[config.mk]
export PLATFORM = sky130hd
export DESIGN_NAME = video_mode_ctrl
export DESIGN_NICKNAME = d
export VERILOG_FILES = /design/src/rtl/video_mode_ctrl.sv
export SDC_FILE = /design/constraint.sdc
export NUM_CORES = 1
export LEC_CHECK = 0
export BUFFER_PORTS_ARGS = -buffer_cell sky130_fd_sc_hd__buf_2
export CAP_MARGIN = 20
export CORE_ASPECT_RATIO = 0.6
export CORE_MARGIN = 2
export CORE_UTILIZATION = 50
export DETAILED_ROUTE_END_ITERATION = 12
export PLACE_DENSITY = 0.69
export SYNTH_ARGS = -nofsm -noshare
export SYNTH_HDL_FRONTEND = slang
export SYNTH_SLANG_ARGS = --single-unit
[constraint.sdc]
create_clock -name clk -period 4.5 [get_ports clk]
set_input_delay 0.9 -clock clk [delete_from_list [all_inputs] [get_ports clk]]
set_output_delay 0.9 -clock clk [all_outputs]
set_load 0.01 [all_outputs]
[src/rtl/video_mode_ctrl.sv]
// Video mode change sequencer for the HDMI transmit path.
// Takes step / direct mode requests, blanks the pattern generator across a
// frame boundary, commits the new mode, kicks a pixel-PLL reconfiguration
// and waits for lock. If lock never arrives it falls back to the old mode.
module video_mode_ctrl #(
    parameter int NUM_MODES     = 10,
    parameter int DEFAULT_MODE  = 0,
    parameter int LOCK_MIN      = 16,
    parameter int LOCK_TIMEOUT  = 65535,
    parameter int SETTLE_FRAMES = 2
) (
    input  logic       clk,
    input  logic       reset_n,
    input  logic       next_req,
    input  logic       load_req,
    input  logic [3:0] load_mode,
    input  logic       frame_start,
    input  logic       pll_locked,
    output logic [3:0] mode,
    output logic       mode_change,
    output logic       pll_reconfig,
    output logic       blank,
    output logic       busy,
    output logic       lock_err
);

    localparam logic [3:0]  MODE_LAST   = 4'(NUM_MODES - 1);
    localparam logic [3:0]  MODE_RST    = 4'(DEFAULT_MODE);
    localparam logic [19:0] LOCK_MIN_C  = 20'(LOCK_MIN);
    localparam logic [19:0] LOCK_TO_C   = 20'(LOCK_TIMEOUT);
    localparam logic [2:0]  SETTLE_LAST = 3'(SETTLE_FRAMES - 1);

    typedef enum logic [2:0] {
        S_IDLE,
        S_WAIT_FRAME,
        S_BLANK,
        S_RECONFIG,
        S_REVERT,
        S_SETTLE
    } state_t;

    state_t      state, state_d;
    logic [3:0]  mode_d, target, target_d, old_mode, old_mode_d;
    logic [19:0] cnt, cnt_d;
    logic [2:0]  frame_cnt, frame_cnt_d;
    logic        mode_change_d, pll_reconfig_d, blank_d, busy_d, lock_err_d;
    logic        req_ok;
    logic [3:0]  req_target;

    // Request decode: an illegal or no-op load_req also swallows next_req.
    always_comb begin
        req_ok     = 1'b0;
        req_target = mode;
        if (load_req) begin
            req_ok     = (load_mode <= MODE_LAST) && (load_mode != mode);
            req_target = load_mode;
        end else if (next_req) begin
            req_ok     = 1'b1;
            req_target = (mode == MODE_LAST) ? 4'd0 : mode + 4'd1;
        end
    end

    // Next-state and next-output logic; every output is registered below.
    always_comb begin
        // NOTE: every signal assigned here gets a default first so no path
        // leaves it unassigned and no latch is inferred.
        state_d        = state;
        mode_d         = mode;
        target_d       = target;
        old_mode_d     = old_mode;
        cnt_d          = cnt;
        frame_cnt_d    = frame_cnt;
        mode_change_d  = 1'b0;
        pll_reconfig_d = 1'b0;
        blank_d        = blank;
        busy_d         = busy;
        lock_err_d     = lock_err;

        unique case (state)
            S_IDLE: begin
                if (req_ok) begin
                    target_d   = req_target;
                    old_mode_d = mode;
                    lock_err_d = 1'b0;
                    busy_d     = 1'b1;
                    state_d    = S_WAIT_FRAME;
                end
            end
            S_WAIT_FRAME: begin
                if (frame_start) begin
                    blank_d = 1'b1;
                    state_d = S_BLANK;
                end
            end
            S_BLANK: begin
                if (frame_start) begin
                    mode_d         = target;
                    mode_change_d  = 1'b1;
                    pll_reconfig_d = 1'b1;
                    cnt_d          = '0;
                    state_d        = S_RECONFIG;
                end
            end
            S_RECONFIG, S_REVERT: begin
                cnt_d = cnt + 20'd1;
                if (cnt >= LOCK_MIN_C && pll_locked) begin
                    frame_cnt_d = '0;
                    state_d     = S_SETTLE;
                end else if (cnt == LOCK_TO_C) begin
                    if (state == S_RECONFIG) begin
                        lock_err_d     = 1'b1;
                        mode_d         = old_mode;
                        mode_change_d  = 1'b1;
                        pll_reconfig_d = 1'b1;
                        cnt_d          = '0;
                        state_d        = S_REVERT;
                    end else begin
                        blank_d = 1'b0;
                        busy_d  = 1'b0;
                        state_d = S_IDLE;
                    end
                end
            end
            S_SETTLE: begin
                if (frame_start) begin
                    if (frame_cnt == SETTLE_LAST) begin
                        blank_d = 1'b0;
                        busy_d  = 1'b0;
                        state_d = S_IDLE;
                    end else begin
                        frame_cnt_d = frame_cnt + 3'd1;
                    end
                end
            end
            default: state_d = S_IDLE;
        endcase
    end

    // State and output registers; reset aborts any sequence in flight.
    always_ff @(posedge clk or negedge reset_n) begin
        if (!reset_n) begin
            state        <= S_IDLE;
            mode         <= MODE_RST;
            target       <= MODE_RST;
            old_mode     <= MODE_RST;
            cnt          <= '0;
            frame_cnt    <= '0;
            mode_change  <= 1'b0;
            pll_reconfig <= 1'b0;
            blank        <= 1'b0;
            busy         <= 1'b0;
            lock_err     <= 1'b0;
        end else begin
            // NOTE: non-blocking assignments so every register updates from
            // the same pre-edge values, independent of statement order.
            state        <= state_d;
            mode         <= mode_d;
            target       <= target_d;
            old_mode     <= old_mode_d;
            cnt          <= cnt_d;
            frame_cnt    <= frame_cnt_d;
            mode_change  <= mode_change_d;
            pll_reconfig <= pll_reconfig_d;
            blank        <= blank_d;
            busy         <= busy_d;
            lock_err     <= lock_err_d;
        end
    end

endmodule

# [Yosys cells after proc, flatten, opt, wreduce, memory -nomap -nowiden]
# Cells that the tools add are included.
[word_totals] regBits=42 in_bits=10
[classes] n_addsub=3 n_lt_le_gt_ge=2 eq_ne=21 mux=47 reduce_logical=17
[ops] cell="$mux 20" count=4
[ops] cell="$pmux 20 s2" count=1
[ops] cell="$mux 3" count=11
[ops] cell="$mux 4" count=7
[ops] cell="$ne 2x2->1 const B" count=11
[ops] cell="$add 20x1->20 const B" count=1
[ops] cell="$eq 20x16->1 const B" count=1
[ops] cell="$ge 20x5->1 const B" count=1
[ops] cell="$mux 1" count=17
[ops] cell="$pmux 3 s5" count=1
[ops] cell="$reduce_and 7->1" count=2
[ops] cell="$reduce_and 5->1" count=2
[ops] cell="$pmux 4 s2" count=1
[ops] cell="$eq 3x1->1 const B" count=2
[ops] cell="$eq 3x2->1 const B" count=2
[ops] cell="$eq 3x3->1 const B" count=2
[ops] cell="$pmux 1 s3" count=2
[ops] cell="$pmux 3 s2" count=1
[ops] cell="$reduce_and 6->1" count=1
[ops] cell="$reduce_bool 2->1" count=3
[ops] cell="$reduce_bool 3->1" count=2
[ops] cell="$add 4x1->4 const B" count=1
[ops] cell="$eq 4x4->1 const B" count=1
[ops] cell="$le 4x4->1 const B" count=1
[ops] cell="other kinds (9)" count=12

# [Depth between registers and ports, before layout]
[depth] ltp_word=5 depth_mapped=7 ltp_nobuf=7

# [Least setup slack after synthesis]
# Ideal clock, no wire load.
[synth_path] kind="input -> register" from="in load_mode[1]" to="reg old_mode[0]" setup_time_ns=0.125 arrival_time_ns=2.250 setup_slack_ns=2.126 path_stages=6 path_buffers=1 path_cell_list="nor2b_1 -> a221o_1 -> o31ai_1 -> or4_1 -> buf_2 -> mux2_2"
[synth_between] elab_chain_len=4
[synth_rtl] item="start: declaration" line="16" source="input logic [3:0] load_mode,"
[synth_rtl] item="$le 4x4->1 / $ne 4x4->1 (equally long branches)" line="55" source="req_ok = (load_mode <= MODE_LAST) && (load_mode != mode);"
[synth_rtl] item="$logic_and 1x1->1 *" line="55"
[synth_rtl] item="$mux 1 *" line="54" source="if (load_req) begin"
[synth_rtl] item="$reduce_and 2->1 (no line) *"
[synth_rtl] item="end signal: assignment" line="159" source="old_mode <= old_mode_d;"
[synth_rtl] item="end: declaration" line="43" source="logic [3:0] mode_d, target, target_d, old_mode, old_mode_d;"
# Every way passes the cells marked *; elsewhere a longest branch is shown, timed or not.
# A chain may end at the register's enable or synchronous reset.

# [Worst setup path after layout]
[layout_path] from="reg cnt[11]" to="reg mode[1]"
[layout_between] elab_chain_len=4
[layout_rtl] item="start: declaration" line="44" source="logic [19:0] cnt, cnt_d;"
[layout_rtl] item="start signal: assignment" line="160" source="cnt <= cnt_d;"
[layout_rtl] item="$ge 20x5->1" line="106" source="if (cnt >= LOCK_MIN_C && pll_locked) begin"
[layout_rtl] item="$logic_and 1x1->1" line="106"
[layout_rtl] item="$ne 2x2->1 (no line)"
[layout_rtl] item="$reduce_and 5->1 (no line) *"
[layout_rtl] item="end signal: assignment" line="157" source="mode <= mode_d;"
[layout_rtl] item="end: declaration" line="19" source="output logic [3:0] mode,"
# Marked as above.

==> out/summary.txt <==
PWR
-------------------------------------------------------------------------------------
Combinational power share ..............................................        35.2%
Worst vdd rail ir drop .................................................   0.000334 V
Part of the power in the clock network .................................        25.4%
Power per cell area ....................................................  534 mW/mm^2
Power share of the sequential group ....................................        39.3%
Cell internal power dissipation ........................................   0.000900 W
Static leakage .........................................................      1.23 nW
Net switching power figure .............................................   0.000517 W
Switching power share of the total .....................................        36.5%

OUTCOME
-------------------------------------------------------------------------------------
Status ................................................................. finished, final reports clean

YOSYS
-------------------------------------------------------------------------------------
Post-synth EDFFs .......................................................            0
Post-synthesis sequential element count ................................           42
Netlist Area Pre-Place ................................................. 0.00241 sq mm
Fraction of synthesized cell area in xor and xnor cells ................        6.91%
Commonest register cell after synthesis ................................      dfrtp_1
Sequential cell area fraction in the yosys report ......................        43.7%
Number of unique standard cell types used by synthesis .................           49
Share of synthesized registers carrying an async set or reset ..........         100%
Syn Inst Count .........................................................          250
Share of cell area taken by muxes after synthesis ......................        8.11%
Synthesis Warnings .....................................................            0
Syn nets ...............................................................          264
Area share of and/or/nand/nor cells after synthesis ....................        22.0%
Fraction of the mapped netlist area in compound gates ..................        12.6%
Adder and majority gate portion of the synthesized area ................        2.08%
Syn avg cell area ......................................................   9.63 sq um
Combinational family with the most area after synthesis ................ simple AND/OR/NAND/NOR gates

LAYOUT
-------------------------------------------------------------------------------------
Commonest cells after routing, fill and taps aside ..................... dfrtp_1 (42), nor2_1 (22), nand2_1 (19)
Most frequent standard cell in the layout excluding fill and tap cells .      dfrtp_1
Relative area change from synthesis to final layout ....................        10.3%
Post-layout nets .......................................................          278
Inserted Diodes ........................................................            0
Number of standard cells in the layout, taps in and fillers out ........          328
Final Util .............................................................        57.6%
Filler Cell Count ......................................................          416
Fraction of layout cells with a size suffix above 1 ....................        16.6%

ROUTE
-------------------------------------------------------------------------------------
First-pass iteration count of the detailed router ......................            4
DR DRC count ...........................................................            0
Initial DRC Count ......................................................          147
Total vias in the final route ..........................................         1896
Highest layer used for signal routing ..................................         met4
Drt via density ........................................................         5.78
Count of nets left with antenna violations after detail routing ........            0
Amount of wire on met3 after detailed routing ..........................       329 um
Routed wire per std cell ...............................................      16.2 um
Met2 wire length .......................................................      2.05 mm
Met1 wire length .......................................................      2.87 mm
Total wire length after detailed routing ...............................      5.30 mm

CTS
-------------------------------------------------------------------------------------
Source-to-sink clock delay at the later pin of the worst-skew pair .....      0.30 ns
Number of clock sinks ..................................................           42
TritonCTS clock tree ...................................................          yes
Clk pin slew, worst setup/hold paths ...................................      0.09 ns
Number of gates resized after CTS ......................................            0
Root Buffer ............................................................     clkbuf_8
Number of CTS-inserted buffers .........................................            5
Number of buffers added for setup after CTS ............................            0
Number of levels in the clock H-tree ...................................            2
Number of buffers between clock root and the deepest sink ..............            2
Hold_buf cts ...........................................................            0

STA
-------------------------------------------------------------------------------------
Max_slew headroom ......................................................        37.6%
Slew @ Worst Pin .......................................................     0.936 ns
Max Fclk ...............................................................      349 MHz
Setup-failing EPs final ................................................            0
Clock skew after layout ................................................   0.00883 ns
Final number of hold-violating endpoints ...............................            0
Total Neg Setup Slack ..................................................         0 ns
Final Slew Violations ..................................................            0
Final cycle utilization of the critical path ...........................        63.7%
Min cycle time layout ..................................................      2.87 ns
Final Worst Setup Slack ................................................      1.63 ns
Final-layout worst hold slack ..........................................     0.507 ns
Setup repair after global routing missed its margin ....................           no

PLACE
-------------------------------------------------------------------------------------
Number of buffer cells added on primary ports ..........................           18
Sum of net half-perimeters after detailed placement ....................      3.87 mm
Pre-CTS setup slack ....................................................      1.65 ns
Dpl cells ..............................................................          320
Final estimated routing congestion in global placement .................        0.916

CRITICAL PATH
-------------------------------------------------------------------------------------
Class of the most critical setup path ..................................      reg2reg
Launching element of the worst setup path ..............................      cnt[11]
Critical register-to-register path startpoint ..........................      cnt[11]
Crit start category ....................................................    flip-flop
Worst EP required ......................................................      4.69 ns
Minimum setup slack among reg-to-reg paths .............................      1.63 ns
Critical Path End Type .................................................    flip-flop
Critical path destination ..............................................      mode[1]
Arrival time reported for the critical path endpoint ...................      3.06 ns
Depth of the worst register-to-register path ...........................            5
Worst Path Max Fanout ..................................................           23
Reg2reg end ............................................................      mode[1]

DIE
-------------------------------------------------------------------------------------
Core Rows ..............................................................           19
Chip width .............................................................      93.6 um
Die Outline Area ....................................................... 0.00540 sq mm
Starting utilization of the core area ..................................        52.2%
Number of top-level pins ...............................................           19
Core region area ....................................................... 0.00461 sq mm
Die height .............................................................      57.7 um

GLOBAL ROUTING
-------------------------------------------------------------------------------------
Total congestion overflow ..............................................            0
Wire length of the first global-routing pass ...........................      8.83 mm
Number of antenna violations at the first check in global routing ......            0
Total global-route track usage .........................................        21.7%
Largest net degree at the start of global routing ......................           43
Via count of the first global-routing pass .............................         1715

MIN PATH
-------------------------------------------------------------------------------------
Number of stages on the worst hold path ................................            1
Class of the most critical hold timing path ............................      reg2reg

RUN
-------------------------------------------------------------------------------------
Number of max-cap violations ...........................................            0

cell usage after synthesis (2+ instances only):
cell type | n | area share, %
nor2_1 | 22 | 3.4
nand2b_1 | 3 | 0.78
nand2_1 | 19 | 3.0
mux2_2 | 12 | 5.6
o22ai_1 | 3 | 0.78
o21ai_0 | 11 | 2.3
or2_2 | 3 | 0.78
nor2b_1 | 5 | 1.3
ha_1 | 4 | 2.1
xnor2_1 | 9 | 3.3
nand4_1 | 10 | 2.6
and3_1 | 2 | 0.52
inv_1 | 14 | 2.2
nor4_1 | 3 | 0.78
mux2i_1 | 6 | 2.5
and2_1 | 3 | 0.78
a211oi_1 | 3 | 0.94
o2bb2ai_1 | 2 | 0.73
dfrtp_1 | 42 | 44
buf_2 | 2 | 0.42
o211ai_1 | 2 | 0.62
xor2_1 | 10 | 3.6
a21o_1 | 4 | 1.2
nor3b_1 | 2 | 0.62
nand3_1 | 9 | 1.9
clkbuf_1 | 6 | 0.94
buf_4 | 2 | 0.62
or4_1 | 4 | 1.2
nor3_1 | 7 | 1.5
a21oi_1 | 7 | 1.5
routing by layer:
metal  track usage, %  up-vias
li1                 -      915
met1             34.4      920
met2             27.3       57
met3             7.80        4
met4             5.59        0
met5                0        -
worst min-delay path by stage:
stage                 start  slack [ns]            to
2_1_floorplan  frame_cnt[2]        0.46  frame_cnt[2]
3_3_place_gp   frame_cnt[2]        0.48  frame_cnt[2]
3_5_place_dp       lock_err        0.48      lock_err
4_1_cts            lock_err        0.51      lock_err
5_1_grt           target[1]        0.52     target[1]
6_report           lock_err        0.51      lock_err
per-stage QoR:
step	instance area (sq um)	total power [W]
after floorplan	2410	0.000950
after global placement	2520	0.00105
after detailed placement	2520	0.00106
after CTS	2660	0.00143
after global routing	2660	0.00152
final	2660	0.00142
power groups by stage:
stage | Sequential [W] | Combinational (W) | Clock [W]
after global placement | 0.000562 | 0.000492 | 0
after CTS | 0.000556 | 0.000501 | 0.000370
after detailed placement | 0.000563 | 0.000498 | 0
final | 0.000558 | 0.000499 | 0.000361
after global routing | 0.000574 | 0.000559 | 0.000387
after floorplan | 0.000534 | 0.000416 | 0
cell families after synthesis:
group / Yosys count
flops: 42
simple gates: 98
mux: 18
compound gates: 44
fa+ha+maj: 4
xor+xnor: 19
buf+inv: 25
worst max-delay path: stages, from the launching register on:
cell and delay (ns):
dfrtp_1 0.45, or4_1 0.55, o41a_1 0.47, nand4b_4 0.26
a21oi_4 0.61, mux2_2 0.40
registers in the layout, indices dropped and copies added, names as in the netlist:
| name | cells |
|---|---|
| cnt | 20 |
| mode | 4 |
| old_mode | 4 |
| target | 4 |
| frame_cnt | 3 |
| state | 3 |
| blank | 1 |
| busy | 1 |
| lock_err | 1 |
| pll_reconfig | 1 |
layout make-up:
class	count	area [sq um]	share of cell area, %
Inverter	14	52.6	1.98
Clock inverter	3	68.8	2.59
Tap cell	63	78.8	2.97
Timing Repair Buffer	18	90.1	3.39
Clock buffer	5	68.8	2.59
Multi-Input combinational cell	183	1240	46.9
Sequential cell	42	1050	39.6
Power figures use the tool's default switching activity.
